<file path="config.mk">
export PLATFORM = sky130hd
export DESIGN_NAME = result_drain
export DESIGN_NICKNAME = d
export VERILOG_FILES = /design/src/rtl/result_drain.sv
export SDC_FILE = /design/constraint.sdc
export NUM_CORES = 1
export LEC_CHECK = 0
export BUFFER_PORTS_ARGS = -buffer_cell sky130_fd_sc_hd__clkbuf_2
export CELL_PAD_IN_SITES_DETAIL_PLACEMENT = 1
export CELL_PAD_IN_SITES_GLOBAL_PLACEMENT = 2
export CORE_ASPECT_RATIO = 1.1
export CORE_MARGIN = 2
export CORE_UTILIZATION = 33
export CTS_CLUSTER_SIZE = 30
export DETAILED_ROUTE_END_ITERATION = 10
export GPL_ROUTABILITY_DRIVEN = 0
export PLACE_DENSITY_LB_ADDON = 0.12
export SLEW_MARGIN = 10
export SYNTH_ARGS = -nofsm -noshare
export SYNTH_HDL_FRONTEND = slang
export SYNTH_SLANG_ARGS = --single-unit
</file>
<file path="constraint.sdc">
create_clock -name clk -period 9.3 [get_ports clk]
set_clock_uncertainty 0.05 [all_clocks]
set_input_delay 0.93 -clock clk [delete_from_list [all_inputs] [get_ports clk]]
set_output_delay 0.93 -clock clk [all_outputs]
set_load 0.02 [all_outputs]
</file>
<file path="src/rtl/result_drain.sv">
// Drains result-BRAM rows onto a lane-serial AXI-Stream, one DATA_WIDTH lane per beat.
// Optional RESULT_DRAIN_PREFETCH_EN overlaps the next row read with the current row's beats.
module result_drain #(
    parameter int PE_COUNT       = 4,
    parameter int DATA_WIDTH     = 32,
    parameter int INS_ADDR_WIDTH = 11,
    parameter int RD_LATENCY     = 2
) (
    input  logic                           clk,
    input  logic                           rst,
    input  logic                           start,
    input  logic [INS_ADDR_WIDTH:0]        row_count,
    output logic [INS_ADDR_WIDTH-1:0]      bram_r_r_addr,
    input  logic [PE_COUNT*DATA_WIDTH-1:0] bram_r_r_data,
    output logic [DATA_WIDTH-1:0]          m_tdata,
    output logic                           m_tvalid,
    input  logic                           m_tready,
    output logic                           m_tlast,
    output logic                           busy,
    output logic                           done
);

    localparam int ROW_W  = INS_ADDR_WIDTH + 1;
    localparam int LANE_W = (PE_COUNT > 1) ? $clog2(PE_COUNT) : 1;
    localparam int LAT_W  = $clog2(RD_LATENCY + 1);
    localparam logic [LANE_W-1:0] LANE_LAST = LANE_W'(PE_COUNT - 1);
    localparam logic [LAT_W-1:0]  LAT_INIT  = LAT_W'(RD_LATENCY - 1);

`ifdef RESULT_DRAIN_PREFETCH_EN
    localparam bit PREFETCH = 1'b1;
    if (PE_COUNT <= RD_LATENCY) begin : g_bad_prefetch_cfg
        $error("result_drain: prefetch requires PE_COUNT > RD_LATENCY");
    end
`else
    localparam bit PREFETCH = 1'b0;
`endif

    if (RD_LATENCY < 1) begin : g_bad_latency_cfg
        $error("result_drain: RD_LATENCY must be at least 1");
    end

    typedef enum logic [2:0] {IDLE, ADDR, WAIT, SEND, FIN} state_t;
    typedef logic [PE_COUNT-1:0][DATA_WIDTH-1:0] row_t;

    state_t                    state_q, state_d;
    logic [ROW_W-1:0]          rows_q;
    logic [ROW_W-1:0]          row_idx;
    logic [ROW_W-1:0]          row_next;
    logic [ROW_W-1:0]          rows_m1;
    logic [LANE_W-1:0]         lane_idx;
    logic [LAT_W-1:0]          wait_cnt;
    logic [INS_ADDR_WIDTH-1:0] addr_q;
    row_t                      row_buf;
    logic                      hs;
    logic                      lane_end;
    logic                      row_last;
    logic                      wait_end;

    assign row_next = row_idx + ROW_W'(1);
    assign rows_m1  = rows_q - ROW_W'(1);
    assign row_last = (row_idx == rows_m1);
    assign wait_end = (state_q == WAIT) && (wait_cnt == '0);
    assign hs       = m_tvalid && m_tready;
    assign lane_end = hs && (lane_idx == LANE_LAST);

    assign m_tvalid      = (state_q == SEND);
    assign m_tdata       = m_tvalid ? row_buf[lane_idx] : '0;
    assign m_tlast       = m_tvalid && (lane_idx == LANE_LAST) && row_last;
    assign busy          = (state_q != IDLE);
    assign done          = (state_q == FIN);
    assign bram_r_r_addr = addr_q;

`ifdef RESULT_DRAIN_PREFETCH_EN
    logic                      pf_issue;
    logic                      pf_pending;
    logic                      capture_now;
    logic [LAT_W-1:0]          pf_cnt;
    logic [INS_ADDR_WIDTH-1:0] pf_addr;
    logic [INS_ADDR_WIDTH-1:0] row_next2;
    row_t                      shadow_buf;

    // Issue the next row's read as each row starts streaming, unless it is the final row.
    assign row_next2   = row_idx[INS_ADDR_WIDTH-1:0] + INS_ADDR_WIDTH'(2);
    assign pf_issue    = (wait_end && !row_last) || (lane_end && !row_last && (row_next != rows_m1));
    assign pf_addr     = (state_q == WAIT) ? row_next[INS_ADDR_WIDTH-1:0] : row_next2;
    assign capture_now = pf_pending && (pf_cnt == '0);

    always_ff @(posedge clk or posedge rst) begin
        if (rst) begin
            pf_pending <= 1'b0;
            pf_cnt     <= '0;
        end else if (pf_issue) begin
            pf_pending <= 1'b1;
            pf_cnt     <= LAT_W'(RD_LATENCY);
        end else if (pf_pending) begin
            if (pf_cnt != '0) pf_cnt <= pf_cnt - LAT_W'(1);
            else              pf_pending <= 1'b0;
        end
    end

    always_ff @(posedge clk) begin
        if (capture_now) shadow_buf <= bram_r_r_data;
    end
`endif

    always_ff @(posedge clk or posedge rst) begin
        if (rst) state_q <= IDLE;
        else     state_q <= state_d;
    end

    // NOTE: every output of a combinational block gets a default first so no path infers a latch.
    always_comb begin
        state_d = state_q;
        unique case (state_q)
            IDLE: if (start) state_d = (row_count == '0) ? FIN : ADDR;
            ADDR: state_d = WAIT;
            WAIT: if (wait_cnt == '0) state_d = SEND;
            SEND: if (lane_end) state_d = row_last ? FIN : (PREFETCH ? SEND : ADDR);
            FIN:  state_d = IDLE;
            default: state_d = IDLE;
        endcase
    end

    // NOTE: clocked state uses non-blocking assignments so every register sees pre-edge values.
    always_ff @(posedge clk or posedge rst) begin
        if (rst) begin
            rows_q   <= '0;
            row_idx  <= '0;
            lane_idx <= '0;
            wait_cnt <= '0;
            addr_q   <= '0;
        end else begin
            unique case (state_q)
                IDLE: if (start) begin
                    rows_q   <= row_count;
                    row_idx  <= '0;
                    lane_idx <= '0;
                    addr_q   <= '0;
                end
                ADDR: wait_cnt <= LAT_INIT;
                WAIT: if (wait_cnt != '0) wait_cnt <= wait_cnt - LAT_W'(1);
                SEND: if (hs) begin
                    lane_idx <= lane_end ? '0 : lane_idx + LANE_W'(1);
                    if (lane_end && !row_last) begin
                        row_idx <= row_next;
                        if (!PREFETCH) addr_q <= row_next[INS_ADDR_WIDTH-1:0];
                    end
                end
                FIN: begin
                    row_idx <= '0;
                    addr_q  <= '0;
                end
                default: ;
            endcase
`ifdef RESULT_DRAIN_PREFETCH_EN
            if (pf_issue) addr_q <= pf_addr;
`endif
        end
    end

    // NOTE: the row buffer carries no reset; m_tdata is gated by state so stale contents never leak.
    always_ff @(posedge clk) begin
        if (wait_end) begin
            row_buf <= bram_r_r_data;
        end
`ifdef RESULT_DRAIN_PREFETCH_EN
        else if (lane_end && !row_last) begin
            // Bypass covers the shadow read landing on the very cycle of the last-lane handshake.
            row_buf <= capture_now ? bram_r_r_data : shadow_buf;
        end
`endif
    end

endmodule
</file>
==> report_table.html, run 1 <==
<table>
<tr><th>Metric</th><th>Value</th></tr>
<tr><th colspan="2">STA</th></tr>
<tr><td>Period minus WS final</td><td>about 4.0 ns</td></tr>
<tr><td>Upper clock frequency limit</td><td>0.249 GHz</td></tr>
<tr><td>Hold Fails Final Rpt</td><td>0</td></tr>
<tr><td>Crit share post-route</td><td>0.432</td></tr>
<tr><td>Measured slew at the worst slew-check pin</td><td>around 1.0 ns</td></tr>
<tr><td>Final setup violation count</td><td>0</td></tr>
<tr><td>Setup TNS Final</td><td>0 ns</td></tr>
<tr><td>Max-slew headroom at the worst pin</td><td>0.331</td></tr>
<tr><td>RSZ-0062 raised after global routing</td><td>no</td></tr>
<tr><td>Number of slew-limit violations in the final report</td><td>0</td></tr>
<tr><td>Minimum hold slack</td><td>about 0.46 ns</td></tr>
<tr><th colspan="2">Floorplan</th></tr>
<tr><td>Starting utilization of the core area</td><td>0.336</td></tr>
<tr><td>Core Footprint</td><td>just over 20000 µm²</td></tr>
<tr><td>Die X</td><td>between 100 and 150 µm</td></tr>
<tr><td>Vertical die dimension</td><td>~160 µm</td></tr>
<tr><td>Io pins</td><td>about 190</td></tr>
<tr><td>Placement row count</td><td>55</td></tr>
<tr><td>Die area</td><td>22100 µm²</td></tr>
<tr><th colspan="2">Clock network</th></tr>
<tr><td>Htree depth</td><td>4</td></tr>
<tr><td>Clock transition at the register clock pins on the worst setup and hold paths after CTS</td><td>0.06 ns</td></tr>
<tr><td>CTS max path bufs</td><td>2</td></tr>
<tr><td>Number of gates given a new drive strength after cts</td><td>0</td></tr>
<tr><td>Latest clock arrival within the worst-skew pair</td><td>approximately 0.42 ns</td></tr>
<tr><td>Root buffer selected by CTS</td><td>clkbuf_16</td></tr>
<tr><td>Count of hold-fix buffers inserted at cts</td><td>0</td></tr>
<tr><td>CTS tree</td><td>done</td></tr>
<tr><td>Number of buffers created by CTS</td><td>17</td></tr>
<tr><td>Total clock sinks</td><td>around 160</td></tr>
<tr><td>Buffer count from post-CTS setup fixing</td><td>0</td></tr>
<tr><th colspan="2">Global route</th></tr>
<tr><td>Remaining Overflow, GRT</td><td>0</td></tr>
<tr><td>Antenna violations before repair</td><td>0</td></tr>
<tr><td>Largest net degree at the start of global routing</td><td>81</td></tr>
<tr><td>Via count of the first global-routing pass</td><td>between 4000 and 5000</td></tr>
<tr><td>Global-route usage over all layers</td><td>0.155</td></tr>
<tr><td>First-pass GRT wire length</td><td>between 20000 and 30000 µm</td></tr>
<tr><th colspan="2">Layout</th></tr>
<tr><td>Relative area change from synthesis to final layout</td><td>25.5%</td></tr>
<tr><td>Final net count</td><td>753</td></tr>
<tr><td>Filler instances</td><td>2104</td></tr>
<tr><td>Fraction of final layout cells sized beyond drive strength 1</td><td>0.464</td></tr>
<tr><td>Final instance count without filler cells</td><td>roughly 870</td></tr>
<tr><td>Diode count</td><td>0</td></tr>
<tr><td>Final standard cell utilization of the core</td><td>0.421</td></tr>
<tr><th colspan="2">Critical path</th></tr>
<tr><td>Slowest stage cell, crit path</td><td>or3b_1</td></tr>
<tr><td>Buffering stage count on the worst path with inverters included</td><td>2</td></tr>
<tr><td>List of cells traversed by the critical path</td><td>inv_1 -&gt; ha_1 -&gt; or3b_1 -&gt; nor3_1 -&gt; xnor2_1 -&gt; a2111oi_2 -&gt; and2_4 -&gt; and3_1 -&gt; clkbuf_2</td></tr>
<tr><td>Data arrival time at the worst-slack endpoint</td><td>between 3 and 4 ns</td></tr>
<tr><td>Launching element type of the critical path</td><td>register</td></tr>
<tr><td>Launching point of the worst reg2reg path</td><td>rows_q[0]</td></tr>
<tr><td>Number of cells on the worst reg-to-reg path</td><td>9</td></tr>
<tr><td>Setup slack of the most critical reg-to-reg path</td><td>between 6 and 7 ns</td></tr>
<tr><td>Worst Setup End Kind</td><td>output port</td></tr>
<tr><td>Cell class contributing the biggest share of worst-path delay</td><td>simple AND/OR/NAND/NOR gates</td></tr>
<tr><td>R2r endpoint</td><td>state_q[2]</td></tr>
<tr><td>Data required time at the worst endpoint</td><td>approximately 8.3 ns</td></tr>
<tr><td>CP max stage delay</td><td>approximately 0.44 ns</td></tr>
<tr><td>Maximum fanout count along the critical path</td><td>18</td></tr>
<tr><td>Critical path class</td><td>register to output port</td></tr>
<tr><th colspan="2">Yosys</th></tr>
<tr><td>Most numerous cell in the Yosys netlist</td><td>edfxtp_1</td></tr>
<tr><td>Leading cell types by count after synthesis</td><td>128 x edfxtp_1, 33 x and2_1, 32 x mux4_2, 31 x dfrtp_1, 19 x nand2_1</td></tr>
<tr><td>Flip-flop and latch count after synthesis</td><td>roughly 160</td></tr>
<tr><td>Synth warnings</td><td>0</td></tr>
<tr><td>Area share of the largest cell type after synthesis</td><td>0.557</td></tr>
<tr><td>Leading cell types by total area after synthesis</td><td>edfxtp_1 56%, dfrtp_1 11%, mux4_2 10%, and2_1 3.0%, mux2_2 1.8%</td></tr>
<tr><td>Cell type with the highest aggregate area in the netlist</td><td>edfxtp_1</td></tr>
<tr><td>Synthesized area divided by synthesized cell count</td><td>roughly 16 µm²</td></tr>
<tr><td>Dominant register cell in the synthesized netlist</td><td>edfxtp_1</td></tr>
<tr><td>Synthesized net count</td><td>~570</td></tr>
<tr><td>Sequential share of the synthesized area</td><td>0.669</td></tr>
<tr><td>Netlist cell types</td><td>56</td></tr>
<tr><td>Number of synthesized flops with an enable pin</td><td>between 100 and 150</td></tr>
<tr><td>Share of synthesized registers carrying an async set or reset</td><td>0.195</td></tr>
<tr><td>Number of standard cells after synthesis</td><td>420</td></tr>
<tr><td>Cell Area, Synth</td><td>a little under 7000 µm²</td></tr>
<tr><th colspan="2">Job</th></tr>
<tr><td># Max-Cap Violations</td><td>0</td></tr>
<tr><th colspan="2">Power</th></tr>
<tr><td>Power after layout</td><td>between 2 and 3 mW</td></tr>
<tr><td>Power per Cell Area</td><td>308 nW/µm²</td></tr>
<tr><td>Peak ir drop on the vdd network</td><td>126 µV</td></tr>
<tr><td>Lkg Pwr</td><td>approximately 3.4 nW</td></tr>
<tr><th colspan="2">Drt</th></tr>
<tr><td>Wirelength per Cell</td><td>~19 µm</td></tr>
<tr><td>Iteration-0 DRC count of the detailed router</td><td>approximately 190</td></tr>
<tr><td>Residual antenna-violating net count after detailed routing</td><td>0</td></tr>
<tr><td>Final WL</td><td>about 16000 µm</td></tr>
<tr><td>Detailed-route DRC error count</td><td>0</td></tr>
<tr><td>Via density per instance</td><td>about 4.9</td></tr>
<tr><td>Detailed-route via count</td><td>around 4300</td></tr>
<tr><td>Count of TritonRoute iterations in the first routing pass</td><td>4</td></tr>
<tr><th colspan="2">Hold path</th></tr>
<tr><td>End point of the most critical hold path</td><td>wait_cnt[1]</td></tr>
<tr><td>Hold Crit Class</td><td>register to register</td></tr>
<tr><td>Launch instance of the worst min-delay path</td><td>wait_cnt[1]</td></tr>
<tr><td>Cell depth of the worst min-delay path</td><td>1</td></tr>
<tr><th colspan="2">Placement</th></tr>
<tr><td>Post-Place Cells</td><td>about 840</td></tr>
<tr><td>Half-perimeter wire length of the detailed placement result</td><td>approximately 12000 µm</td></tr>
<tr><td>Port Buffer Count</td><td>190</td></tr>
<tr><th colspan="2">Run status</th></tr>
<tr><td>Outcome</td><td>finished, final reports clean</td></tr>
</table>
sequential cells by signal, indices dropped and copies added, names as in the netlist:
signal	cells
state_q	3
row_buf	128
lane_idx	2
wait_cnt	2
rows_q	12
row_idx	12
worst max path at each step:
| stage | from | endpoint | slack [ns] | cells after the start |
|---|---|---|---|---|
| floorplan | wait_cnt[0] | row_buf[0] | 3.11 | 4 |
| global placement | rows_q[0] | m_tlast | 5.79 | 9 |
| detailed placement | rows_q[0] | m_tlast | 5.70 | 9 |
| CTS | rows_q[0] | m_tlast | 5.23 | 9 |
| global route | rows_q[0] | m_tlast | 5.04 | 9 |
| finish | rows_q[0] | m_tlast | 5.28 | 9 |
metrics by stage:
stage,setup slack [ns],area [µm²]
floorplan,3.11,6910
global placement,5.79,8060
detailed placement,5.70,8060
CTS,5.23,8670
global route,5.04,8670
finish,5.28,8670
where the power goes:
part	internal, mW	switching, mW
Clock	0.405	0.307
Sequential	0.946	0.117
Combinational	0.393	0.503
Total	1.74	0.927
layout by cell type, fill, tap and decap left out, types with 2 or more instances in the layout:
master	synthesis	layout
nand4_1	4	4
o21ai_0	5	5
dfrtp_2	0	2
edfxtp_1	128	128
inv_1	10	10
dfrtp_1	31	29
o21ai_1	5	5
a32o_1	2	2
nor4_1	5	5
nand2_1	19	19
clkinv_1	0	2
clkbuf_2	0	190
bufinv_16	0	2
nand3_1	6	6
and2_1	33	33
nand2b_1	4	4
o21bai_1	2	2
nor3_1	6	5
and3_1	3	3
ha_1	4	4
buf_4	11	6
or3_1	7	7
mux4_2	32	32
o31ai_1	3	3
xnor2_1	8	8
clkbuf_16	0	17
nor2_1	10	10
nor4_2	4	4
a21oi_1	8	8
inv_8	0	2
inv_6	0	5
or4_1	2	2
mux2i_1	7	7
xor2_1	5	5
clkinv_4	0	3
nor2b_1	2	2
o211ai_1	2	2
mux2_2	11	11
cells by family after synthesis:
logic type | synth area share
AO/OA/AOI/OAI | 0.0437
XOR/XNOR | 0.0165
adder cells (fa/ha/maj) | 0.00725
buffers and inverters | 0.0304
flip-flops | 0.669
multiplexers | 0.132
AND/OR/NAND/NOR | 0.101
routing by layer:
metal | up-vias | track usage | part of all wire
met3 | 21 | 0.0684 | 0.085
met5 | - | 0 | 0
li1 | 1986 | - | -
met1 | 2162 | 0.180 | 0.39
met4 | 0 | 0.0548 | 0.023
met2 | 134 | 0.254 | 0.50
layout make-up:
cell class | instances | area, µm² | area share
Inverter | 10 | 37.5 | 0.00433
Sequential cell | 159 | 4620 | 0.533
Multi-Input combinational cell | 221 | 2090 | 0.241
Clock buffer | 17 | 425 | 0.0491
Clock inverter | 15 | 176 | 0.0204
Tap cell | 256 | 320 | 0.0370
Timing Repair Buffer | 196 | 996 | 0.115
Note: power is estimated with default switching activity, not from simulation.
==> run 2: changes to the inputs <==
--- a/config.mk
+++ b/config.mk
@@ -5,12 +5,13 @@
 export SDC_FILE = /design/constraint.sdc
 export NUM_CORES = 1
 export LEC_CHECK = 0
+export ABC_AREA = 1
 export BUFFER_PORTS_ARGS = -buffer_cell sky130_fd_sc_hd__clkbuf_2
 export CELL_PAD_IN_SITES_DETAIL_PLACEMENT = 1
 export CELL_PAD_IN_SITES_GLOBAL_PLACEMENT = 2
 export CORE_ASPECT_RATIO = 1.1
 export CORE_MARGIN = 2
-export CORE_UTILIZATION = 33
+export CORE_UTILIZATION = 32
 export CTS_CLUSTER_SIZE = 30
 export DETAILED_ROUTE_END_ITERATION = 10
 export GPL_ROUTABILITY_DRIVEN = 0
==> constraint.sdc (replaced) <==
create_clock -name clk -period 3.8 [get_ports clk]
set_clock_uncertainty 0.05 [all_clocks]
set_input_delay 0.38 -clock clk [delete_from_list [all_inputs] [get_ports clk]]
set_output_delay 0.38 -clock clk [all_outputs]
set_load 0.02 [all_outputs]
==> run 2 against run 1 <==
Setup slack worse by 4.5 ns. Die area is 7.2% higher. Worst hold slack worse by 0.39 ns. Global-route usage is 2.0 points higher. Routed wire length is 23% higher. Synthesized cell count is 72% higher. Final area is 3.4% higher. Clock power is 140% higher. Flip-flop and latch count stayed put. Critical path type unchanged. Critical endpoint unchanged.
==> report_table.html, run 2 <==
<table>
<tr><th>Metric</th><th>Value</th></tr>
<tr><th colspan="2">Clock network</th></tr>
<tr><td>Number of gates given a new drive strength after cts</td><td>0 (unchanged)</td></tr>
<tr><td>Count of hold-fix buffers inserted at cts</td><td>1 (was 0)</td></tr>
<tr><td>Htree depth</td><td>4 (unchanged)</td></tr>
<tr><td>Latest clock arrival within the worst-skew pair</td><td>0.42 ns (about the same)</td></tr>
<tr><td>CTS tree</td><td>done (unchanged)</td></tr>
<tr><td>Number of buffers created by CTS</td><td>17 (unchanged)</td></tr>
<tr><td>Buffer count from post-CTS setup fixing</td><td>0 (unchanged)</td></tr>
<tr><td>Root buffer selected by CTS</td><td>clkbuf_16 (unchanged)</td></tr>
<tr><td>Total clock sinks</td><td>159 (unchanged)</td></tr>
<tr><td>Clock transition at the register clock pins on the worst setup and hold paths after CTS</td><td>0.07 ns (was 0.06 ns)</td></tr>
<tr><td>CTS max path bufs</td><td>2 (unchanged)</td></tr>
<tr><th colspan="2">Drt</th></tr>
<tr><td>Via density per instance</td><td>4.59 (was 4.92)</td></tr>
<tr><td>Residual antenna-violating net count after detailed routing</td><td>0 (unchanged)</td></tr>
<tr><td>Iteration-0 DRC count of the detailed router</td><td>256 (was 194)</td></tr>
<tr><td>Count of TritonRoute iterations in the first routing pass</td><td>4 (unchanged)</td></tr>
<tr><td>Wirelength per Cell</td><td>16.9 µm (was 18.9 µm)</td></tr>
<tr><td>Final WL</td><td>20300 µm (was 16500 µm)</td></tr>
<tr><td>Detailed-route via count</td><td>5505 (was 4303)</td></tr>
<tr><td>Detailed-route DRC error count</td><td>0 (unchanged)</td></tr>
<tr><th colspan="2">Placement</th></tr>
<tr><td>Half-perimeter wire length of the detailed placement result</td><td>14700 µm (was 11800 µm)</td></tr>
<tr><td>Port Buffer Count</td><td>190 (unchanged)</td></tr>
<tr><td>Instance area after placement</td><td>8350 µm² (was 8060 µm²)</td></tr>
<tr><th colspan="2">Critical path</th></tr>
<tr><td>CP max stage delay</td><td>0.40 ns (was 0.44 ns)</td></tr>
<tr><td>Critical path class</td><td>register to output port (unchanged)</td></tr>
<tr><td>Setup slack of the most critical reg-to-reg path</td><td>1.38 ns (was 6.44 ns)</td></tr>
<tr><td>Cell class contributing the biggest share of worst-path delay</td><td>simple AND/OR/NAND/NOR gates (unchanged)</td></tr>
<tr><td>Buffering stage count on the worst path with inverters included</td><td>3 (was 2)</td></tr>
<tr><td>Launching element type of the critical path</td><td>register (unchanged)</td></tr>
<tr><td>Maximum fanout count along the critical path</td><td>13 (was 18)</td></tr>
<tr><td>Data arrival time at the worst-slack endpoint</td><td>2.57 ns (was 3.04 ns)</td></tr>
<tr><td>List of cells traversed by the critical path</td><td>inv_1 -&gt; ha_1 -&gt; nand2_1 -&gt; nor2_1 -&gt; nand2_1 -&gt; nand2_1 -&gt; inv_1 -&gt; nor2_1 -&gt; nand2_1 -&gt; nor2_2 -&gt; nand3_2 -&gt; nor2_1 -&gt; clkbuf_2 (was inv_1 -&gt; ha_1 -&gt; or3b_1 -&gt; nor3_1 -&gt; xnor2_1 -&gt; a2111oi_2 -&gt; and2_4 -&gt; and3_1 -&gt; clkbuf_2)</td></tr>
<tr><td>Crit-path most repeated cell</td><td>nand2_1</td></tr>
<tr><td>Data required time at the worst endpoint</td><td>3.37 ns (was 8.32 ns)</td></tr>
<tr><td>Slowest stage cell, crit path</td><td>dfrtp_1 (was or3b_1)</td></tr>
<tr><td>Worst Setup End Kind</td><td>output port (unchanged)</td></tr>
<tr><th colspan="2">STA</th></tr>
<tr><td>Number of slew-limit violations in the final report</td><td>0 (unchanged)</td></tr>
<tr><td>Upper clock frequency limit</td><td>~0.33 GHz</td></tr>
<tr><td>RSZ-0062 raised after global routing</td><td>no (unchanged)</td></tr>
<tr><td>Setup TNS Final</td><td>0 ns (unchanged)</td></tr>
<tr><td>Final setup violation count</td><td>0 (unchanged)</td></tr>
<tr><td>Crit share post-route</td><td>0.789</td></tr>
<tr><td>Measured slew at the worst slew-check pin</td><td>0.964 ns (was 1.00 ns)</td></tr>
<tr><td>Max-slew headroom at the worst pin</td><td>0.356 (was 0.331)</td></tr>
<tr><td>Period minus WS final</td><td>roughly 3 ns</td></tr>
<tr><td>Hold Fails Final Rpt</td><td>0 (unchanged)</td></tr>
<tr><th colspan="2">Yosys</th></tr>
<tr><td>Area share of the largest cell type after synthesis</td><td>0.534 (was 0.557)</td></tr>
<tr><td>Flip-flop and latch count after synthesis</td><td>159 (unchanged)</td></tr>
<tr><td>Cell Area, Synth</td><td>7190 µm² (was 6910 µm²)</td></tr>
<tr><td>Leading cell types by count after synthesis</td><td>166 x nor2_1, 128 x edfxtp_1, 100 x nand2_1, 79 x o21ai_0, 52 x inv_1 (was 128 x edfxtp_1, 33 x and2_1, 32 x mux4_2, 31 x dfrtp_1, 19 x nand2_1)</td></tr>
<tr><td>Synthesized area divided by synthesized cell count</td><td>9.98 µm² (was 16.4 µm²)</td></tr>
<tr><td>Number of standard cells after synthesis</td><td>721 (was 420)</td></tr>
<tr><td>Dominant register cell in the synthesized netlist</td><td>edfxtp_1 (unchanged)</td></tr>
<tr><td>Share of synthesized registers carrying an async set or reset</td><td>0.195 (unchanged)</td></tr>
<tr><td>Number of synthesized flops with an enable pin</td><td>128 (unchanged)</td></tr>
<tr><td>Cell type with the highest aggregate area in the netlist</td><td>edfxtp_1 (unchanged)</td></tr>
<tr><td>Sequential share of the synthesized area</td><td>0.642 (was 0.669)</td></tr>
<tr><td>Synthesized net count</td><td>869 (was 568)</td></tr>
<tr><td>Netlist cell types</td><td>29 (was 56)</td></tr>
<tr><td>Most numerous cell in the Yosys netlist</td><td>nor2_1 (was edfxtp_1)</td></tr>
<tr><td>Leading cell types by total area after synthesis</td><td>edfxtp_1 53%, dfrtp_1 11%, nor2_1 8.7%, o21ai_0 5.5%, nand2_1 5.2% (was edfxtp_1 56%, dfrtp_1 11%, mux4_2 10%, and2_1 3.0%, mux2_2 1.8%)</td></tr>
<tr><td>Synth warnings</td><td>0 (unchanged)</td></tr>
<tr><th colspan="2">Layout</th></tr>
<tr><td>Highest-count cells in the layout ignoring fill and taps</td><td>190 x clkbuf_2, 165 x nor2_1, 128 x edfxtp_1 (was 190 x clkbuf_2, 128 x edfxtp_1, 33 x and2_1)</td></tr>
<tr><td>Relative area change from synthesis to final layout</td><td>24.6% (was 25.5%)</td></tr>
<tr><td>Largest register by flop count</td><td>row_buf (unchanged)</td></tr>
<tr><td>Most common library cell in the layout ignoring fill and taps</td><td>clkbuf_2 (unchanged)</td></tr>
<tr><td>Largest registers</td><td>row_buf (128), row_idx (12), rows_q (12) (unchanged)</td></tr>
<tr><td>Final net count</td><td>1039 (was 753)</td></tr>
<tr><td>Sequential cell area</td><td>4620 µm² (about the same)</td></tr>
<tr><td>Filler instances</td><td>2610 (was 2104)</td></tr>
<tr><td>Footprint of the multi-input gates</td><td>2140 µm² (was 2090 µm²)</td></tr>
<tr><td>Flip-flop count of the largest register after layout</td><td>128 (unchanged)</td></tr>
<tr><td>Final design instance area without fill</td><td>8960 µm² (was 8670 µm²)</td></tr>
<tr><td>Fraction of final layout cells sized beyond drive strength 1</td><td>0.271 (was 0.464)</td></tr>
<tr><th colspan="2">Hold path</th></tr>
<tr><td>Hold Crit Class</td><td>input port to register (was register to register)</td></tr>
<tr><th colspan="2">Global route</th></tr>
<tr><td>First-pass GRT wire length</td><td>31700 µm (was 25600 µm)</td></tr>
<tr><td>Largest net degree at the start of global routing</td><td>129 (was 81)</td></tr>
<tr><td>Via count of the first global-routing pass</td><td>5935 (was 4798)</td></tr>
<tr><td>Global-route usage over all layers</td><td>0.174 (was 0.155)</td></tr>
<tr><td>Remaining Overflow, GRT</td><td>0 (unchanged)</td></tr>
<tr><td>Antenna violations before repair</td><td>0 (unchanged)</td></tr>
<tr><th colspan="2">Power</th></tr>
<tr><td>Power per Cell Area</td><td>723 nW/µm² (was 308 nW/µm²)</td></tr>
<tr><td>Peak ir drop on the vdd network</td><td>293 µV (was 126 µV)</td></tr>
<tr><td>Lkg Pwr</td><td>3.84 nW (was 3.35 nW)</td></tr>
<tr><th colspan="2">Job</th></tr>
<tr><td># Max-Cap Violations</td><td>0 (unchanged)</td></tr>
<tr><th colspan="2">Floorplan</th></tr>
<tr><td>Vertical die dimension</td><td>161 µm (was 156 µm)</td></tr>
<tr><td>Die area</td><td>23700 µm² (was 22100 µm²)</td></tr>
<tr><td>Die X</td><td>147 µm (was 142 µm)</td></tr>
<tr><td>Placement row count</td><td>57 (was 55)</td></tr>
<tr><td>Core Footprint</td><td>22100 µm² (was 20600 µm²)</td></tr>
<tr><td>Starting utilization of the core area</td><td>0.325 (was 0.336)</td></tr>
<tr><td>Io pins</td><td>191 (unchanged)</td></tr>
<tr><th colspan="2">Run status</th></tr>
<tr><td>Outcome</td><td>finished, final reports clean (unchanged)</td></tr>
</table>
run 2: path summary, 6_finish.rpt:
| kind | start | end | cells past startpoint |
|---|---|---|---|
| worst max-delay path | rows_q[0] | m_tlast | 13 |
| worst min-delay path | bram_r_r_data[120] | row_buf[120] | 1 |
| worst max register to register | state_q[2] | row_idx[0] | 6 |
| worst min register to register | wait_cnt[0] | wait_cnt[0] | 1 |
| max in group asynchronous | rst | lane_idx[0] | 4 |
| min in group asynchronous | rst | rows_q[8] | 4 |
run 2: area by class of cell:
type,instances,share of cell area
flip-flops and latches,159,0.515
inverters,57,0.0239
clock buffers,18,0.0479
clock inverters,14,0.0194
multi-input cells,460,0.239
well taps,295,0.0412
diodes,1,0.000279
repair buffers,196,0.113
run 2: metrics by stage:
step	power (mW)	setup slack (ns)	hold slack [ns]	cells	util
5_1_grt	6.94	0.503	0.0480	1199	0.405
3_3_place_gp	4.79	1.34	0.405	1166	0.378
2_1_floorplan	4.12	0.684	0.390	721	-
4_1_cts	6.60	0.742	0.0495	1199	0.405
6_report	6.48	0.800	0.0724	1200	0.405
3_5_place_dp	4.85	1.22	0.417	1166	0.378
run 2: power breakdown:
| group | internal (mW) | switching [mW] | leakage, nW |
|---|---|---|---|
| clock | 0.944 | 0.784 | 0.288 |
| combinational | 0.659 | 1.60 | 1.98 |
| sequential | 2.30 | 0.191 | 1.57 |
run 2: logic make-up (layout without fill, tap and decap cells):
kind of cell	after synthesis	after routing	share of synthesized area
simple gates	321	321	0.185
flops	159	159	0.642
compound gates	118	118	0.0838
buf+inv	102	285	0.0610
xor+xnor	17	17	0.0207
fa+ha+maj	4	4	0.00696
other cells	0	1	0
run 2: per-layer routing:
metal / vias up / routed length [µm] / GRT usage
met5: - / 0 / 0
met4: 0 / 325 / 0.0542
met3: 24 / 1200 / 0.0565
met2: 131 / 10400 / 0.310
met1: 2604 / 8370 / 0.200
li1: 2746 / - / -
==> run 3: changes to the inputs <==
--- a/config.mk
+++ b/config.mk
@@ -5,13 +5,13 @@
 export SDC_FILE = /design/constraint.sdc
 export NUM_CORES = 1
 export LEC_CHECK = 0
-export ABC_AREA = 1
+export ABC_AREA = 0
 export BUFFER_PORTS_ARGS = -buffer_cell sky130_fd_sc_hd__clkbuf_2
 export CELL_PAD_IN_SITES_DETAIL_PLACEMENT = 1
 export CELL_PAD_IN_SITES_GLOBAL_PLACEMENT = 2
 export CORE_ASPECT_RATIO = 1.1
 export CORE_MARGIN = 2
-export CORE_UTILIZATION = 32
+export CORE_UTILIZATION = 36
 export CTS_CLUSTER_SIZE = 30
 export DETAILED_ROUTE_END_ITERATION = 10
 export GPL_ROUTABILITY_DRIVEN = 0
==> constraint.sdc (replaced) <==
create_clock -name clk -period 3.1 [get_ports clk]
set_clock_uncertainty 0.05 [all_clocks]
set_input_delay 0.31 -clock clk [delete_from_list [all_inputs] [get_ports clk]]
set_output_delay 0.31 -clock clk [all_outputs]
set_load 0.02 [all_outputs]
==> run 3 against run 2 <==
Largest cell class unchanged. Final area rose by 8.1%. Core utilization is 11 points higher. Sequential power up 25%. Critical path depth fell by 6. Worst hold slack got worse by 0.053 ns. Highest routed layer unchanged. Die area is 14% lower. Clock-buffer cell count did not move. Setup slack worse by 0.77 ns. Sequential share of layout area down 3.8 points. Global-route usage grew 0.65 points.
==> report_table.html, run 3 (synthesized netlist as in run 1, its figures left out) <==
<table>
<tr><th>Metric</th><th>Value</th></tr>
<tr><th colspan="2">Floorplan</th></tr>
<tr><td>Placement row count</td><td>53 (was 57)</td></tr>
<tr><td>Vertical die dimension</td><td>149 µm (was 161 µm)</td></tr>
<tr><td>Die X</td><td>136 µm (was 147 µm)</td></tr>
<tr><td>Starting utilization of the core area</td><td>0.364 (was 0.325)</td></tr>
<tr><td>Die area</td><td>20300 µm² (was 23700 µm²)</td></tr>
<tr><td>Core Footprint</td><td>19000 µm² (was 22100 µm²)</td></tr>
<tr><td>Io pins</td><td>191 (unchanged)</td></tr>
<tr><th colspan="2">Drt</th></tr>
<tr><td>Wirelength per Cell</td><td>18.1 µm (was 16.9 µm)</td></tr>
<tr><td>Via density per instance</td><td>4.89 (was 4.59)</td></tr>
<tr><td>Detailed-route via count</td><td>4730 (was 5505)</td></tr>
<tr><td>Iteration-0 DRC count of the detailed router</td><td>208 (was 256)</td></tr>
<tr><td>Detailed-route DRC error count</td><td>0 (unchanged)</td></tr>
<tr><td>Final WL</td><td>17500 µm (was 20300 µm)</td></tr>
<tr><td>Residual antenna-violating net count after detailed routing</td><td>0 (unchanged)</td></tr>
<tr><td>Count of TritonRoute iterations in the first routing pass</td><td>5 (was 4)</td></tr>
<tr><th colspan="2">Layout</th></tr>
<tr><td>Diode count</td><td>0 (was 1)</td></tr>
<tr><td>Relative area change from synthesis to final layout</td><td>40.3% (was 24.6%)</td></tr>
<tr><td>Largest registers</td><td>row_buf (128), row_idx (12), rows_q (12) (unchanged)</td></tr>
<tr><td>Final net count</td><td>855 (was 1039)</td></tr>
<tr><td>Final instance count without filler cells</td><td>967 (was 1200)</td></tr>
<tr><td>Highest-count cells in the layout ignoring fill and taps</td><td>189 x clkbuf_2, 128 x edfxtp_1, 94 x dlygate4sd3_1 (was 190 x clkbuf_2, 165 x nor2_1, 128 x edfxtp_1)</td></tr>
<tr><td>Fraction of final layout cells sized beyond drive strength 1</td><td>0.422 (was 0.271)</td></tr>
<tr><td>Most common library cell in the layout ignoring fill and taps</td><td>clkbuf_2 (unchanged)</td></tr>
<tr><td>Largest register by flop count</td><td>row_buf (unchanged)</td></tr>
<tr><td>Flip-flop count of the largest register after layout</td><td>128 (unchanged)</td></tr>
<tr><th colspan="2">STA</th></tr>
<tr><td>RSZ-0062 raised after global routing</td><td>yes (was no)</td></tr>
<tr><td>Measured slew at the worst slew-check pin</td><td>0.672 ns (was 0.964 ns)</td></tr>
<tr><td>Final setup violation count</td><td>0 (unchanged)</td></tr>
<tr><td>Number of slew-limit violations in the final report</td><td>0 (unchanged)</td></tr>
<tr><td>Crit share post-route</td><td>0.989</td></tr>
<tr><td>Smallest setup slack after layout</td><td>0.0332 ns (was 0.800 ns)</td></tr>
<tr><td>Max-slew headroom at the worst pin</td><td>0.549 (was 0.356)</td></tr>
<tr><td>Upper clock frequency limit</td><td>around 0.33 GHz</td></tr>
<tr><td>Hold Fails Final Rpt</td><td>0 (unchanged)</td></tr>
<tr><td>Period minus WS final</td><td>about 3.1 ns</td></tr>
<tr><td>Minimum hold slack</td><td>0.0195 ns (was 0.0724 ns)</td></tr>
<tr><th colspan="2">Placement</th></tr>
<tr><td>Half-perimeter wire length of the detailed placement result</td><td>12000 µm (was 14700 µm)</td></tr>
<tr><td>Placement-stage worst setup slack</td><td>0.153 ns (was 1.22 ns)</td></tr>
<tr><td>Post-Place Cells</td><td>835 (was 1166)</td></tr>
<tr><td>Port Buffer Count</td><td>190 (unchanged)</td></tr>
<tr><th colspan="2">Global route</th></tr>
<tr><td>Remaining Overflow, GRT</td><td>0 (unchanged)</td></tr>
<tr><td>Largest net degree at the start of global routing</td><td>129 (unchanged)</td></tr>
<tr><td>Antenna violations before repair</td><td>0 (unchanged)</td></tr>
<tr><td>Global-route usage over all layers</td><td>0.181 (was 0.174)</td></tr>
<tr><td>Via count of the first global-routing pass</td><td>5230 (was 5935)</td></tr>
<tr><td>First-pass GRT wire length</td><td>27400 µm (was 31700 µm)</td></tr>
<tr><th colspan="2">Critical path</th></tr>
<tr><td>Critical path class</td><td>register to output port (unchanged)</td></tr>
<tr><td>Setup slack of the most critical reg-to-reg path</td><td>0.27 ns (was 1.38 ns)</td></tr>
<tr><td>Data arrival time at the worst-slack endpoint</td><td>2.71 ns (was 2.57 ns)</td></tr>
<tr><td>Launching element type of the critical path</td><td>register (unchanged)</td></tr>
<tr><td>Worst Setup End Kind</td><td>output port (unchanged)</td></tr>
<tr><td>Maximum fanout count along the critical path</td><td>5 (was 13)</td></tr>
<tr><td>Data required time at the worst endpoint</td><td>2.74 ns (was 3.37 ns)</td></tr>
<tr><th colspan="2">Job</th></tr>
<tr><td># Max-Cap Violations</td><td>0 (unchanged)</td></tr>
<tr><th colspan="2">Clock network</th></tr>
<tr><td>Root buffer selected by CTS</td><td>clkbuf_16 (unchanged)</td></tr>
<tr><td>CTS max path bufs</td><td>2 (unchanged)</td></tr>
<tr><td>Htree depth</td><td>4 (unchanged)</td></tr>
<tr><td>Clock transition at the register clock pins on the worst setup and hold paths after CTS</td><td>0.07 ns (about the same)</td></tr>
<tr><td>Number of buffers created by CTS</td><td>17 (unchanged)</td></tr>
<tr><td>Latest clock arrival within the worst-skew pair</td><td>0.42 ns (about the same)</td></tr>
<tr><td>CTS tree</td><td>done (unchanged)</td></tr>
<tr><td>Total clock sinks</td><td>159 (unchanged)</td></tr>
<tr><th colspan="2">Power</th></tr>
<tr><td>Power after layout</td><td>8.15 mW (was 6.48 mW)</td></tr>
<tr><td>Peak ir drop on the vdd network</td><td>513 µV (was 293 µV)</td></tr>
<tr><td>Power per Cell Area</td><td>841 nW/µm² (was 723 nW/µm²)</td></tr>
<tr><td>Lkg Pwr</td><td>3.77 nW (was 3.84 nW)</td></tr>
<tr><th colspan="2">Hold path</th></tr>
<tr><td>Hold Crit Class</td><td>input port to register (unchanged)</td></tr>
<tr><th colspan="2">Run status</th></tr>
<tr><td>Outcome</td><td>finished, final reports clean (unchanged)</td></tr>
</table>
==> run 3: through the flow <==
step	utilization	cell area [µm²]	TNS [ns]
2_1_floorplan	-	6920	-142.77
3_3_place_gp	0.426	8090	0
3_5_place_dp	0.426	8090	0
4_1_cts	0.508	9630	-0.00740
5_1_grt	0.511	9690	-0.0480
6_report	0.511	9690	0
==> run 3: timing repair <==
action | in CTS | in global routing
pin swaps | 3 | 4
hold endpoints to repair | 122 | 2
hold buffers | 92 | 2
buffers inserted | 3 | 3
endpoints found under the setup margin | 1 | 1
resized for setup | 9 | 3
==> run 3: layout make-up <==
class                           count  area, µm²
Fill cell                        1954       9280
Inverter                           10       37.5
Clock buffer                       18        429
Tap cell                          247        309
Clock inverter                     14        136
Multi-Input combinational cell    221       2130
Timing Repair Buffer              298       2020
Sequential cell                   159       4620
==> run 3: path summary, 6_finish.rpt <==
| kind | cells after the start | from | end |
|---|---|---|---|
| max reg2reg | 8 | rows_q[1] | state_q[2] |
| min reg2reg | 1 | wait_cnt[1] | wait_cnt[1] |
| max in group asynchronous | 4 | rst | lane_idx[1] |
| max | 7 | rows_q[1] | m_tlast |
| min in group asynchronous | 4 | rst | rows_q[7] |
| min | 1 | bram_r_r_data[59] | row_buf[59] |
==> run 3: critical path, stage by stage, from the launching register on <==
cell       delay (ns)
dfrtp_1          0.40
or4_4            0.60
or4b_4           0.50
a21oi_2          0.14
a2bb2oi_2        0.17
and2_4           0.17
and3_4           0.19
buf_8            0.10
==> run 3: where the power goes <==
part / total, mW / internal, mW / switching (mW) / leakage (nW)
Combinational: 3.02 / 1.34 / 1.68 / 1.94
Clock: 2.02 / 1.07 / 0.950 / 0.277
Sequential: 3.11 / 2.84 / 0.269 / 1.56
==> run 3: metal layers <==
| metal | share of wire | wire length, µm | global-route usage |
|---|---|---|---|
| met2 | 0.53 | 9360 | 0.318 |
| met4 | 0.021 | 369 | 0.0630 |
| met3 | 0.056 | 977 | 0.0496 |
| met1 | 0.39 | 6820 | 0.211 |
| met5 | 0 | 0 | 0 |
